## src/rtl/trigger_gen.sv

```systemverilog
// Threshold trigger in front of the acquisition/DMA stage: forwards the sample stream one
// register late and frames events with START_TRG / FINALIZE_TRG / TIME_STAMP.
module trigger_gen #(
  parameter int THRESHOLD            = 10,
  parameter int POST_ACQUI_LEN       = 38,
  parameter int ACQUI_LEN            = 100,
  parameter int HOLDOFF_LEN          = 2,
  parameter int TIME_STAMP_WIDTH     = 16,
  parameter int ADC_RESOLUTION_WIDTH = 12,
  parameter int S_AXIS_TDATA_WIDTH   = 128
) (
  input  logic                          AXIS_ACLK,
  input  logic                          AXIS_ARESET,
  input  logic [S_AXIS_TDATA_WIDTH-1:0] S_AXIS_TDATA,
  input  logic                          S_AXIS_TVALID,
  output logic                          S_AXIS_TREADY,
  output logic [S_AXIS_TDATA_WIDTH-1:0] M_AXIS_TDATA,
  output logic                          M_AXIS_TVALID,
  input  logic                          FIFO_FULL,
  output logic                          START_TRG,
  output logic                          FINALIZE_TRG,
  output logic [TIME_STAMP_WIDTH-1:0]   TIME_STAMP,
  output logic [15:0]                   DROP_CNT
);

  localparam int NUM_LANES = S_AXIS_TDATA_WIDTH / 16;
  localparam int ADC_W     = ADC_RESOLUTION_WIDTH;
  localparam longint LEVEL      = (longint'(THRESHOLD) * (longint'(1) << ADC_W)) / 100;
  // A level beyond full scale can never be reached; clamp so it still fits the compare width.
  localparam longint LEVEL_CLMP = (LEVEL > (longint'(1) << ADC_W)) ? (longint'(1) << ADC_W) : LEVEL;
  localparam logic [ADC_W:0] LEVEL_C = LEVEL_CLMP[ADC_W:0];

  localparam int BEAT_W  = $clog2(ACQUI_LEN + 1) + 1;
  localparam int QUIET_W = $clog2(POST_ACQUI_LEN + 1) + 1;
  localparam int HOLD_W  = $clog2(HOLDOFF_LEN + 1) + 1;
  localparam logic [BEAT_W-1:0]  ACQUI_LEN_C = BEAT_W'(ACQUI_LEN);
  localparam logic [QUIET_W-1:0] POST_LEN_C  = QUIET_W'(POST_ACQUI_LEN);
  localparam logic [HOLD_W-1:0]  HOLD_LAST_C = HOLD_W'((HOLDOFF_LEN > 0) ? HOLDOFF_LEN - 1 : 0);

  typedef enum logic [1:0] {ST_IDLE, ST_ACQUIRE, ST_HOLDOFF} state_t;

  localparam state_t AFTER_EVENT = (HOLDOFF_LEN > 0) ? ST_HOLDOFF : ST_IDLE;

  logic [NUM_LANES-1:0] lane_hit;
  logic                 hit;

  generate
    for (genvar gi = 0; gi < NUM_LANES; gi++) begin : g_lane
      logic [ADC_W-1:0] sample;
      logic [ADC_W-1:0] mag;

      assign sample = S_AXIS_TDATA[16*gi+15 -: ADC_W];

      // Most-negative code has no positive twin; saturate it to positive full scale.
      always_comb begin
        if (sample == {1'b1, {(ADC_W-1){1'b0}}}) begin
          mag = {1'b0, {(ADC_W-1){1'b1}}};
        end else if (sample[ADC_W-1]) begin
          mag = ~sample + 1'b1;
        end else begin
          mag = sample;
        end
      end

      assign lane_hit[gi] = ({1'b0, mag} >= LEVEL_C);
    end
  endgenerate

  assign hit = S_AXIS_TVALID && (|lane_hit);

  state_t                         state_reg, state_next;
  logic [BEAT_W-1:0]              beat_cnt_reg, beat_cnt_next;
  logic [QUIET_W-1:0]             quiet_cnt_reg, quiet_cnt_next;
  logic [HOLD_W-1:0]              hold_cnt_reg, hold_cnt_next;
  logic [TIME_STAMP_WIDTH-1:0]    ts_cnt_reg;
  logic [TIME_STAMP_WIDTH-1:0]    ts_latch_reg, ts_latch_next;
  logic [15:0]                    drop_cnt_reg, drop_cnt_next;
  logic                           start_reg, start_next;
  logic                           finalize_reg, finalize_next;
  logic                           tready_reg;
  logic [S_AXIS_TDATA_WIDTH-1:0]  tdata_reg;
  logic                           tvalid_reg;
  logic [BEAT_W-1:0]              beat_inc;
  logic [QUIET_W-1:0]             quiet_inc;

  assign beat_inc  = beat_cnt_reg + 1'b1;
  assign quiet_inc = hit ? '0 : quiet_cnt_reg + 1'b1;

  always_comb begin
    state_next     = state_reg;
    beat_cnt_next  = beat_cnt_reg;
    quiet_cnt_next = quiet_cnt_reg;
    hold_cnt_next  = hold_cnt_reg;
    ts_latch_next  = ts_latch_reg;
    drop_cnt_next  = drop_cnt_reg;
    start_next     = 1'b0;
    finalize_next  = 1'b0;

    case (state_reg)
      ST_IDLE: begin
        if (hit && !FIFO_FULL) begin
          start_next     = 1'b1;
          beat_cnt_next  = BEAT_W'(1);
          quiet_cnt_next = '0;
          ts_latch_next  = ts_cnt_reg;
          hold_cnt_next  = '0;
          if (ACQUI_LEN <= 1) begin
            finalize_next = 1'b1;
            state_next    = AFTER_EVENT;
          end else begin
            state_next = ST_ACQUIRE;
          end
        end else if (hit && (drop_cnt_reg != 16'hFFFF)) begin
          drop_cnt_next = drop_cnt_reg + 16'd1;
        end
      end

      ST_ACQUIRE: begin
        // Event stays open across invalid beats; only valid beats advance the counters.
        start_next = 1'b1;
        if (S_AXIS_TVALID) begin
          beat_cnt_next  = beat_inc;
          quiet_cnt_next = quiet_inc;
          if ((beat_inc >= ACQUI_LEN_C) || (quiet_inc >= POST_LEN_C)) begin
            finalize_next = 1'b1;
            hold_cnt_next = '0;
            state_next    = AFTER_EVENT;
          end
        end
      end

      ST_HOLDOFF: begin
        hold_cnt_next = hold_cnt_reg + 1'b1;
        if (hold_cnt_reg >= HOLD_LAST_C) begin
          state_next = ST_IDLE;
        end
      end

      default: state_next = ST_IDLE;
    endcase
  end

  always_ff @(posedge AXIS_ACLK) begin
    if (AXIS_ARESET) begin
      state_reg     <= ST_IDLE;
      beat_cnt_reg  <= '0;
      quiet_cnt_reg <= '0;
      hold_cnt_reg  <= '0;
      ts_cnt_reg    <= '0;
      ts_latch_reg  <= '0;
      drop_cnt_reg  <= '0;
      start_reg     <= 1'b0;
      finalize_reg  <= 1'b0;
      tready_reg    <= 1'b0;
      tdata_reg     <= '0;
      tvalid_reg    <= 1'b0;
    end else begin
      state_reg     <= state_next;
      beat_cnt_reg  <= beat_cnt_next;
      quiet_cnt_reg <= quiet_cnt_next;
      hold_cnt_reg  <= hold_cnt_next;
      ts_cnt_reg    <= ts_cnt_reg + 1'b1;
      ts_latch_reg  <= ts_latch_next;
      drop_cnt_reg  <= drop_cnt_next;
      start_reg     <= start_next;
      finalize_reg  <= finalize_next;
      tready_reg    <= 1'b1;
      tdata_reg     <= S_AXIS_TDATA;
      tvalid_reg    <= S_AXIS_TVALID;
    end
  end

  assign S_AXIS_TREADY = tready_reg;
  assign M_AXIS_TDATA  = tdata_reg;
  assign M_AXIS_TVALID = tvalid_reg;
  assign START_TRG     = start_reg;
  assign FINALIZE_TRG  = finalize_reg;
  assign TIME_STAMP    = ts_latch_reg;
  assign DROP_CNT      = drop_cnt_reg;

endmodule

```

## config.mk

```make
export PLATFORM = sky130hd
export DESIGN_NAME = trigger_gen
export DESIGN_NICKNAME = d
export VERILOG_FILES = /design/src/rtl/trigger_gen.sv
export SDC_FILE = /design/constraint.sdc
export NUM_CORES = 1
export LEC_CHECK = 0
export ABC_AREA = 1
export BUFFER_PORTS_ARGS = -buffer_cell sky130_fd_sc_hd__buf_2
export CAP_MARGIN = 20
export CORE_MARGIN = 2
export CORE_UTILIZATION = 53
export CTS_BUF_LIST = sky130_fd_sc_hd__clkbuf_8
export DETAILED_ROUTE_END_ITERATION = 16
export PLACE_DENSITY = 0.83
export SYNTH_ARGS = -nofsm -noshare
export SYNTH_HDL_FRONTEND = slang
export SYNTH_SLANG_ARGS = --single-unit
```

## constraint.sdc

```tcl
create_clock -name AXIS_ACLK -period 2.81 [get_ports AXIS_ACLK]
set_clock_uncertainty 0.1 [all_clocks]
set_input_delay 0.4215 -clock AXIS_ACLK [delete_from_list [all_inputs] [get_ports AXIS_ACLK]]
set_output_delay 0.4215 -clock AXIS_ACLK [all_outputs]
set_load 0.02 [all_outputs]
```

# Word level (Yosys, flattened, before mapping)
# Index checks and enable logic that the tools add are counted.
# W data, S select, Z words.
# op_classes
muxes	36
magnitude_cmp	11
n_eq_ne	15
bitwise_logic	11
n_reduce_logical	15
n_addsub	13
# ops
operator	n
$mux W12	16
$add A12 B1 Y12 const B	8
$eq A12 B12 Y1 const B	8
$ge A12 B9 Y1 const B	8
$not A12 Y12	8
$add A16 B1 Y16 const B	2
$mux W7	3
$mux W8	2
$ne A16 B16 Y1 const B	1
$pmux W8 S2	1
$pmux W7 S2	1
$mux W3	3
$pmux W3 S3	1
$add A8 B1 Y8 const B	1
$ge A8 B7 Y1 const B	1
$mux W2	4
$ne A2 B2 Y1 const B	4
$reduce_and A4 Y1	2
$reduce_or A8 Y1	1
$add A7 B1 Y7 const B	1
$ge A7 B6 Y1 const B	1
$pmux W2 S3	1
$reduce_and A3 Y1	2
$add A3 B1 Y3 const B	1
14 further kinds	20
# word_totals
input_bits	132
out_inout_bits	164
regBits	200

# Depth between registers and ports, before layout
# Gate-level depths: netlist of run 1.
# logic_depth
ltp_word	13
mapped_depth	25
depth_no_buf	25

# Worst setup path before layout of run 1
# Ideal clock, no wire load.
# synth_timing
kind	input to register
from	input port S_AXIS_TDATA[20]
to	register ts_latch_reg[11] (netlist: TIME_STAMP[11])
setup_slack_ns	0.302
required_time_ns	2.582
stages	21
setup_time_ns	0.128
t_arrival_ns	2.281
cell_sequence	inv_1 ha_1 inv_1 nor2_1 nand3_1 nand2_1 nand2_1 nand2_1 nand2_1 nor2_1 nand2_1 nand2_1 nor2_2 nand3_4 nand2_4 nor2_4 nand2_1 buf_4 buf_4 a21oi_1 nor2_1
# synth_via
elab_chain_len	9
word_cells_on_any_way	10
classes_between	1 x add/sub; 1 x order compare; 1 x eq/ne; 2 x mux; 1 x bitwise; 4 x reduce/logical
# synth_rtl
element	line	text
start: declaration	14	input logic [S_AXIS_TDATA_WIDTH-1:0] S_AXIS_TDATA,
$not A12 Y12	59	mag = ~sample + 1'b1;
$add A12 B1 Y12	59	
$mux W12	58	end else if (sample[ADC_W-1]) begin
$mux W12 (*)	56	if (sample == {1'b1, {(ADC_W-1){1'b0}}}) begin
$ge A12 B9 Y1 (*)	65	assign lane_hit[gi] = ({1'b0, mag} >= LEVEL_C);
$reduce_or A8 Y1 (*)	69	assign hit = S_AXIS_TVALID && (|lane_hit);
$logic_and A1 B1 Y1 (*)	69	
$logic_and A1 B1 Y1 (*)	101	if (hit && !FIFO_FULL) begin
$reduce_and A2 Y1 (no source line) (*)	n/a	
end signal: assignment	163	ts_latch_reg <= ts_latch_next;
end: declaration	76	logic [TIME_STAMP_WIDTH-1:0] ts_latch_reg, ts_latch_next;
# Every way passes the cells marked *; elsewhere a longest branch is shown, timed or not.
# A chain may end at the register's enable or synchronous reset.

# Worst setup path in the final report of run 1
# layout_timing
from	input port S_AXIS_TDATA[53]
to	register drop_cnt_reg[10] (netlist: DROP_CNT[10])
# layout_via
elab_chain_len	10
word_cells_on_any_way	12
classes_between	1 x add/sub; 1 x order compare; 1 x eq/ne; 2 x mux; 2 x bitwise; 5 x reduce/logical
# layout_rtl
element	line	text
$not A12 Y12	59	
$add A12 B1 Y12	59	
$mux W12	58	
$mux W12 (*)	56	
$ge A12 B9 Y1 (*)	65	
$reduce_or A8 Y1 (*)	69	
$logic_and A1 B1 Y1 (*)	69	
$logic_and A1 B1 Y1	101	
$not A1 Y1 (no source line)	n/a	
$reduce_and A3 Y1 (no source line) (*)	n/a	
end signal: assignment	164	drop_cnt_reg <= drop_cnt_next;
end: declaration	77	logic [15:0] drop_cnt_reg, drop_cnt_next;
# Marks and branches as above.

==> impl_results.md, run 1 <==
- Top Family by Delay on Critical Path: simple AND/OR/NAND/NOR gates
- Area Growth Syn to Fin: 23.80%
- Top_reg_cell synth: dfxtp_1
- RSZ-0062 raised after global routing: no
- Core footprint: between 15000 and 20000 um^2
- Slew @ Worst Pin: 0.7335 ns
- Post-layout min period: approximately 2.4 ns
- Peak VDD IR: roughly 400 uV
- Area occupied by multi-input gates: 4398 um^2
- Final GP Congestion: 0.9117
- Setup Buffers After CTS: 0
- Critical Path AT: 2.71 ns
- TritonCTS clock tree: yes
- R2r startpoint: DROP_CNT[0]
- Htree depth: 4
- Max Slew Vio Count: 0
- Startpoint Class: primary input
- Setup Crit Path Kind: primary input to flop
- Starting Density: 0.5409
- Fin crit share: 0.8658
- Largest stage delay, worst path: 0.16 ns
- DP HPWL: approximately 19000 um
- Max Root-Sink Buffers: 2
- Worst r2r dst: DROP_CNT[15]
- Vias in the first global route: just under 9000
- Yosys reg bits: 200
- Power Density: 587.0 nW/um^2
- Max reg flops: approximately 130
- Total congestion overflow: 0
- Max-Cap Viols: 0
- WL/cell: around 13 um
- Die Wd: approximately 140 um
- Full die area: roughly 19000 um^2
- Bufs and invs on worst path: 6
- Clock latency on the worst-skew pair: 0.47 ns
- R2R cell count: 11
- Initial DRC count: between 400 and 500
- Pre-CTS WS: -0.1040 ns
- Leak Pwr: 6.155 nW
- GRT Overall Usage: 0.2596
- Final net count: between 1500 and 2000
- Routed Antenna Nets: 0
- Most common cell after layout, fill and taps aside: nand2_1
- # rows: 48
- Worst R2R Setup Slack: roughly 0.40 ns
- PostCTS Resize Cnt: 0
- Sequential area share after synthesis: 0.4279
- Worst Setup End Kind: flop
- Syn Inst Count: 1361
- Critical-path cell list: buf_2 > inv_1 > ha_1 > inv_1 > nor2_1 > nand3_1 > nand2_1 > nand3_1 > nand2_1 > nor2_1 > nand2_1 > nand2_1 > nor2_2 > nand3_4 > nand2_4 > nor2_4 > inv_2 > nand2_4 > inv_4 > nand2_4 > inv_6 > nand3_2 > o21ai_1 > nor2_1
- Most frequent cells in the layout: nand2_1, buf_2, nor2_1
- Final hold viol count: 0
- Final wirelength: between 20000 and 25000 um
- Worst EP required: around 3.1 ns
- Status: finished, final reports clean
- Clk pin slew, worst setup/hold paths: 0.10 ns
- Fraction of layout cells with a size suffix above 1: 0.2435
- Root buf cell: clkbuf_8
- Cells after DPL: 1877
- CP dominant cell by count: nand2_1
- Yosys warns: 0
- Worst Hold Class: primary input to flop
- Non-Filler Instances: 1909
- 1st-pass router iterations: 5
- Hold Path End: M_AXIS_TDATA[48]
- Largest net degree at the start of global routing: 63
- Antenna cell count: 0
- Antenna violations before repair: 1
- TritonCTS Buffers: 17
- Number of clock sinks: 200
- Post-synth EDFFs: 0
- Filler cell count in the final layout: approximately 1500
- Residual DRC: 0
- Post-synth ARST share: 0
- Netlist cell types: 43
- PnR worst setup slack: 0.3772 ns
- Post-synthesis cell area: a little over 9000 um^2
- Hold path depth: 3
- Slowest stage cell, crit path: ha_1
- Port buffer count: between 200 and 300
- Ports: about 300
- Synth Net Count: 1511
- Reg area: 4004 um^2
- Routed vias: around 9500
- Mean Syn Cell Area: around 7 um^2
- Worst Hold Launch: S_AXIS_TDATA[48]
- Setup violators final: 0
- Worst-path maximum fanout: 11
- Max transition margin: 0.5104
- First-pass GRT wire length: slightly below 40000 um
- Die span in y: ~140 um
- Via density: 4.972
- Fmax achieved: slightly above 0.4 GHz
- # hold bufs at CTS: 0
- Layout Utilization: 0.6697
[synthesized netlist by cell type, drive strengths merged, types with 5 or more instances]
| cell type | instances | area [um^2] |
|---|---|---|
| o21ai | 49 | 249.0 |
| nor3 | 20 | 100.1 |
| ha | 18 | 225.2 |
| clkbuf | 20 | 75.07 |
| a21oi | 64 | 354.1 |
| o211a | 5 | 50.05 |
| dfxtp | 200 | 4004 |
| xor2 | 18 | 157.7 |
| nor2 | 275 | 1075 |
| nand4 | 12 | 81.33 |
| inv | 194 | 738.2 |
| nand3 | 127 | 668.2 |
| nand2 | 309 | 1205 |
| buf | 18 | 141.4 |
[layout make-up]
cell class | count | share of cell area
Sequential cell | 200 | 0.3456
Tap cell | 225 | 0.02430
Multi-Input combinational cell | 929 | 0.3797
Clock buffer | 20 | 0.02376
Inverter | 194 | 0.06373
Clock inverter | 12 | 0.01069
Timing Repair Buffer | 329 | 0.1522
[worst max-delay path by stage]
| stage | startpoint | end | slack [ns] | depth (start not counted) |
|---|---|---|---|---|
| after detailed placement | S_AXIS_TDATA[36] | DROP_CNT[5] | -0.10 | 21 |
| final | S_AXIS_TDATA[53] | DROP_CNT[10] | 0.38 | 24 |
| after CTS | S_AXIS_TDATA[36] | DROP_CNT[14] | 0.38 | 21 |
| after global placement | S_AXIS_TDATA[53] | DROP_CNT[5] | -0.02 | 24 |
| after global routing | S_AXIS_TDATA[52] | DROP_CNT[10] | 0.12 | 22 |
| after floorplan | S_AXIS_TDATA[20] | TIME_STAMP[11] | 0.30 | 21 |
[through the flow]
stage | setup TNS, ns | area [um^2] | power (mW) | hold slack [ns]
detailed placement | -1.408 | 11180 | 5.001 | 0.3577
finish | 0 | 11580 | 6.800 | 0.03892
CTS | 0 | 11580 | 6.839 | 0.02000
floorplan | 0 | 9356 | 4.465 | 0.3266
global route | 0 | 11580 | 7.168 | 0.01378
global placement | -0.09251 | 11180 | 4.945 | 0.3428
[metal layers]
| layer | part of all wire | track usage | vias up |
|---|---|---|---|
| met1 | 0.41 | 0.3102 | 4233 |
| met2 | 0.48 | 0.4439 | 354 |
| li1 | - | - | 4859 |
| met5 | 0.00053 | 0 | - |
| met3 | 0.083 | 0.07963 | 43 |
| met4 | 0.022 | 0.08591 | 2 |
[tightest hold or removal path: cells and delay by family]
kind	cells	cell delay, ns
AND/OR/NAND/NOR	1	0.03
buffers and inverters	2	0.14
[kinds of logic after synthesis]
logic type | count (synthesis) | share of synthesized area
XOR/XNOR | 22 | 0.02059
flip-flops | 200 | 0.4279
buffers and inverters | 232 | 0.1020
adder cells (fa/ha/maj) | 18 | 0.02407
AND/OR/NAND/NOR | 756 | 0.3439
AO/OA/AOI/OAI | 133 | 0.08144
[where the power goes]
part | total (mW) | internal (mW) | switching [mW]
Clock | 1.86 | 0.860 | 0.996
Sequential | 3.17 | 3.05 | 0.119
Combinational | 1.77 | 0.650 | 1.12
Power figures use the tool's default switching activity.
==> run 2, diff against run 1 <==
--- a/config.mk
+++ b/config.mk
@@ -9,10 +9,10 @@
 export BUFFER_PORTS_ARGS = -buffer_cell sky130_fd_sc_hd__buf_2
 export CAP_MARGIN = 20
 export CORE_MARGIN = 2
-export CORE_UTILIZATION = 53
+export CORE_UTILIZATION = 50
 export CTS_BUF_LIST = sky130_fd_sc_hd__clkbuf_8
 export DETAILED_ROUTE_END_ITERATION = 16
-export PLACE_DENSITY = 0.83
+export PLACE_DENSITY = 0.79
 export SYNTH_ARGS = -nofsm -noshare
 export SYNTH_HDL_FRONTEND = slang
 export SYNTH_SLANG_ARGS = --single-unit
==> constraint.sdc (replaced) <==
create_clock -name AXIS_ACLK -period 2.81 [get_ports AXIS_ACLK]
set_clock_uncertainty 0.1 [all_clocks]
set_input_delay 0.4215 -clock AXIS_ACLK [delete_from_list [all_inputs] [get_ports AXIS_ACLK]]
set_output_delay 0.4215 -clock AXIS_ACLK [all_outputs]
set_load 0.005 [all_outputs]
==> impl_results.md, run 2 (same netlist as run 1, synthesis figures left out) <==
- Residual DRC: 0 (unchanged)
- Hold path depth: 3 (unchanged)
- Most frequent cells in the layout: nand2_1, buf_2, nor2_1
- Worst Hold Class: primary input to flop
- GRT Overall Usage: 0.2457 (-0.01387)
- Fin crit share: 0.8941 (+0.02834)
- Max Root-Sink Buffers: 2 (unchanged)
- 1st-pass router iterations: 6 (+1)
- Routed Antenna Nets: 0 (unchanged)
- Via density: 4.942 (-0.60%)
- Largest stage delay, worst path: 0.22 ns (+0.06 ns)
- Number of clock sinks: 200 (unchanged)
- Clock power frac: 0.287 (+0.014)
- Final hold viol count: 0 (unchanged)
- Slowest stage cell, crit path: ha_1
- TritonCTS Buffers: 17 (unchanged)
- Comb power frac: 0.240 (-0.020)
- Root buf cell: clkbuf_8
- Vias in the first global route: 8705 (-0.84%)
- Htree depth: 4 (unchanged)
- Core footprint: 18520 um^2 (+7.1%)
- R2R cell count: 12 (+1)
- RSZ-0062 raised after global routing: no
- Worst Setup End Kind: flop
- Clock latency on the worst-skew pair: 0.46 ns (about the same)
- Post-layout min period: 2.512 ns (+0.07963 ns)
- Routed vias: 9474 (-0.18%)
- Peak VDD IR: 307.2 uV (-24%)
- R2r startpoint: DROP_CNT[0]
- Port buffer count: 295 (unchanged)
- Largest net degree at the start of global routing: 174 (+180%)
- Max Slew Vio Count: 0 (unchanged)
- Initial DRC count: 635 (+27%)
- Ports: 296 (unchanged)
- Status: finished, final reports clean
- Setup crit start: S_AXIS_TDATA[52]
- Total congestion overflow: 0 (unchanged)
- Cell area after layout: 11630 um^2 (+0.37%)
- Worst Hold Launch: S_AXIS_TDATA[82]
- Critical Path AT: 2.75 ns (+0.04 ns)
- Worst R2R Setup Slack: 0.41 ns (about the same)
- Most common cell after layout, fill and taps aside: nand2_1
- Final wirelength: 24950 um (+2.0%)
- Die span in y: 140.8 um (+2.9%)
- Flop pwr share: 0.472 (+0.005)
- Starting Density: 0.5053 (-0.03567)
- Switching Share: 0.3242 (-0.004595)
- Worst-path maximum fanout: 12 (+1)
- Critical-path cell list: buf_2 > inv_1 > ha_1 > inv_1 > nor2_2 > nand3_2 > nand2_1 > nand3_1 > nand2_1 > nor2_1 > nand2_1 > nand2_1 > nor2_2 > nand3_4 > nand2_4 > nor2_4 > inv_2 > nand2_4 > inv_4 > nand2_4 > inv_6 > nand2_1 > xor2_1 > nor2_1
- Slew @ Worst Pin: 0.7807 ns (+0.04712 ns)
- Net Sw Power: 2.179 mW (-2.5%)
- Setup Crit Path Kind: primary input to flop
- Antenna violations before repair: 3 (+2)
- First-pass GRT wire length: 39920 um (+1.3%)
- Clk pin slew, worst setup/hold paths: 0.11 ns (about the same)
- Fraction of layout cells with a size suffix above 1: 0.2466 (+0.003116)
- Cell Area, Placed: 11190 um^2 (about the same)
- Final GP Congestion: 0.9251 (+1.5%)
- Final net count: 1820 (-0.055%)
- Hold Path End: M_AXIS_TDATA[82]
- Leak Pwr: 6.144 nW (-0.18%)
- # rows: 50 (+4.2%)
- Full die area: 19820 um^2 (+5.8%)
- Power Density: 578.2 nW/um^2 (-1.5%)
- Startpoint Class: primary input
- Fmax achieved: 0.3980 GHz (-3.2%)
- WL/cell: 13.01 um (+1.6%)
- Max transition margin: 0.4796 (-0.03088)
- DP HPWL: 19130 um (+1.1%)
- Max-Cap Viols: 0 (unchanged)
- Setup violators final: 0 (unchanged)
- Worst EP required: 3.05 ns (-0.03 ns)
- WHS: 0.03958 ns (+0.0006666 ns)
- TritonCTS clock tree: yes
- Die Wd: 140.8 um (+2.9%)
- Area Growth Syn to Fin: 24.26%
- Worst r2r dst: DROP_CNT[5]
- Max reg flops: 128 (unchanged)
- Antenna cell count: 0 (unchanged)
- Pint: 4.544 mW (-0.46%)
- CP dominant cell by count: nand2_1
## run 2: area by class of cell
| cell class | instances | area [um^2] |
|---|---|---|
| fillers | 1685 | 6892 |
| clock buffers | 19 | 261.5 |
| inverters | 194 | 738.2 |
| clock inverters | 13 | 158.9 |
| well taps | 234 | 292.8 |
| repair buffers | 328 | 1755 |
| multi-input cells | 929 | 4415 |
| flip-flops and latches | 200 | 4004 |
## run 2: power groups by stage
stage	Sequential (mW)	Combinational [mW]	Clock, mW
floorplan	3.24	1.10	0
global placement	3.23	1.56	0
detailed placement	3.24	1.60	0
CTS	3.17	1.61	1.97
global route	3.20	1.83	2.10
finish	3.17	1.62	1.93
## run 2: how the worst max path moves through the flow
stage | endpoint | slack [ns] | depth (start not counted)
after detailed placement | DROP_CNT[5] | -0.24 | 24
after global placement | DROP_CNT[3] | -0.13 | 23
after global routing | state_reg[0] | 0.03 | 20
final | DROP_CNT[5] | 0.30 | 24
after floorplan | TIME_STAMP[11] | 0.30 | 21
after CTS | DROP_CNT[5] | 0.27 | 24
## run 2: repair_timing
| item | 4_1_cts | 5_1_grt |
|---|---|---|
| setup endpoints to repair | 0 | 5 |
| hold buffers | 0 | 0 |
| setup buffers | 0 | 0 |
| resized for setup | 0 | 4 |
## run 2: stage by stage
step             util  setup TNS, ns  power, mW  std cells  setup slack [ns]
3_5_place_dp   0.6042         -6.856      4.840       1885           -0.2412
5_1_grt        0.6278              0      7.129       1917           0.03185
6_report       0.6278              0      6.723       1917            0.2976
3_3_place_gp   0.6042         -2.760      4.790       1885           -0.1315
4_1_cts        0.6269              0      6.748       1917            0.2654
2_1_floorplan       -              0      4.334       1361            0.3017
## run 2: critical path: cells and delay by family
family,cells,cell delay [ns]
and+or+nand+nor,16,1.45
xor gates and xnor gates,1,0.14
adders and majority gates,1,0.22
buffers and inverters,6,0.50
## run 2: routing by layer
metal	global-route usage	vias to the layer above	routed length (um)
met1	0.2951	4233	10650
li1	-	4862	-
met4	0.08474	6	559
met5	0	-	41
met3	0.07201	47	1750
met2	0.4213	326	11950
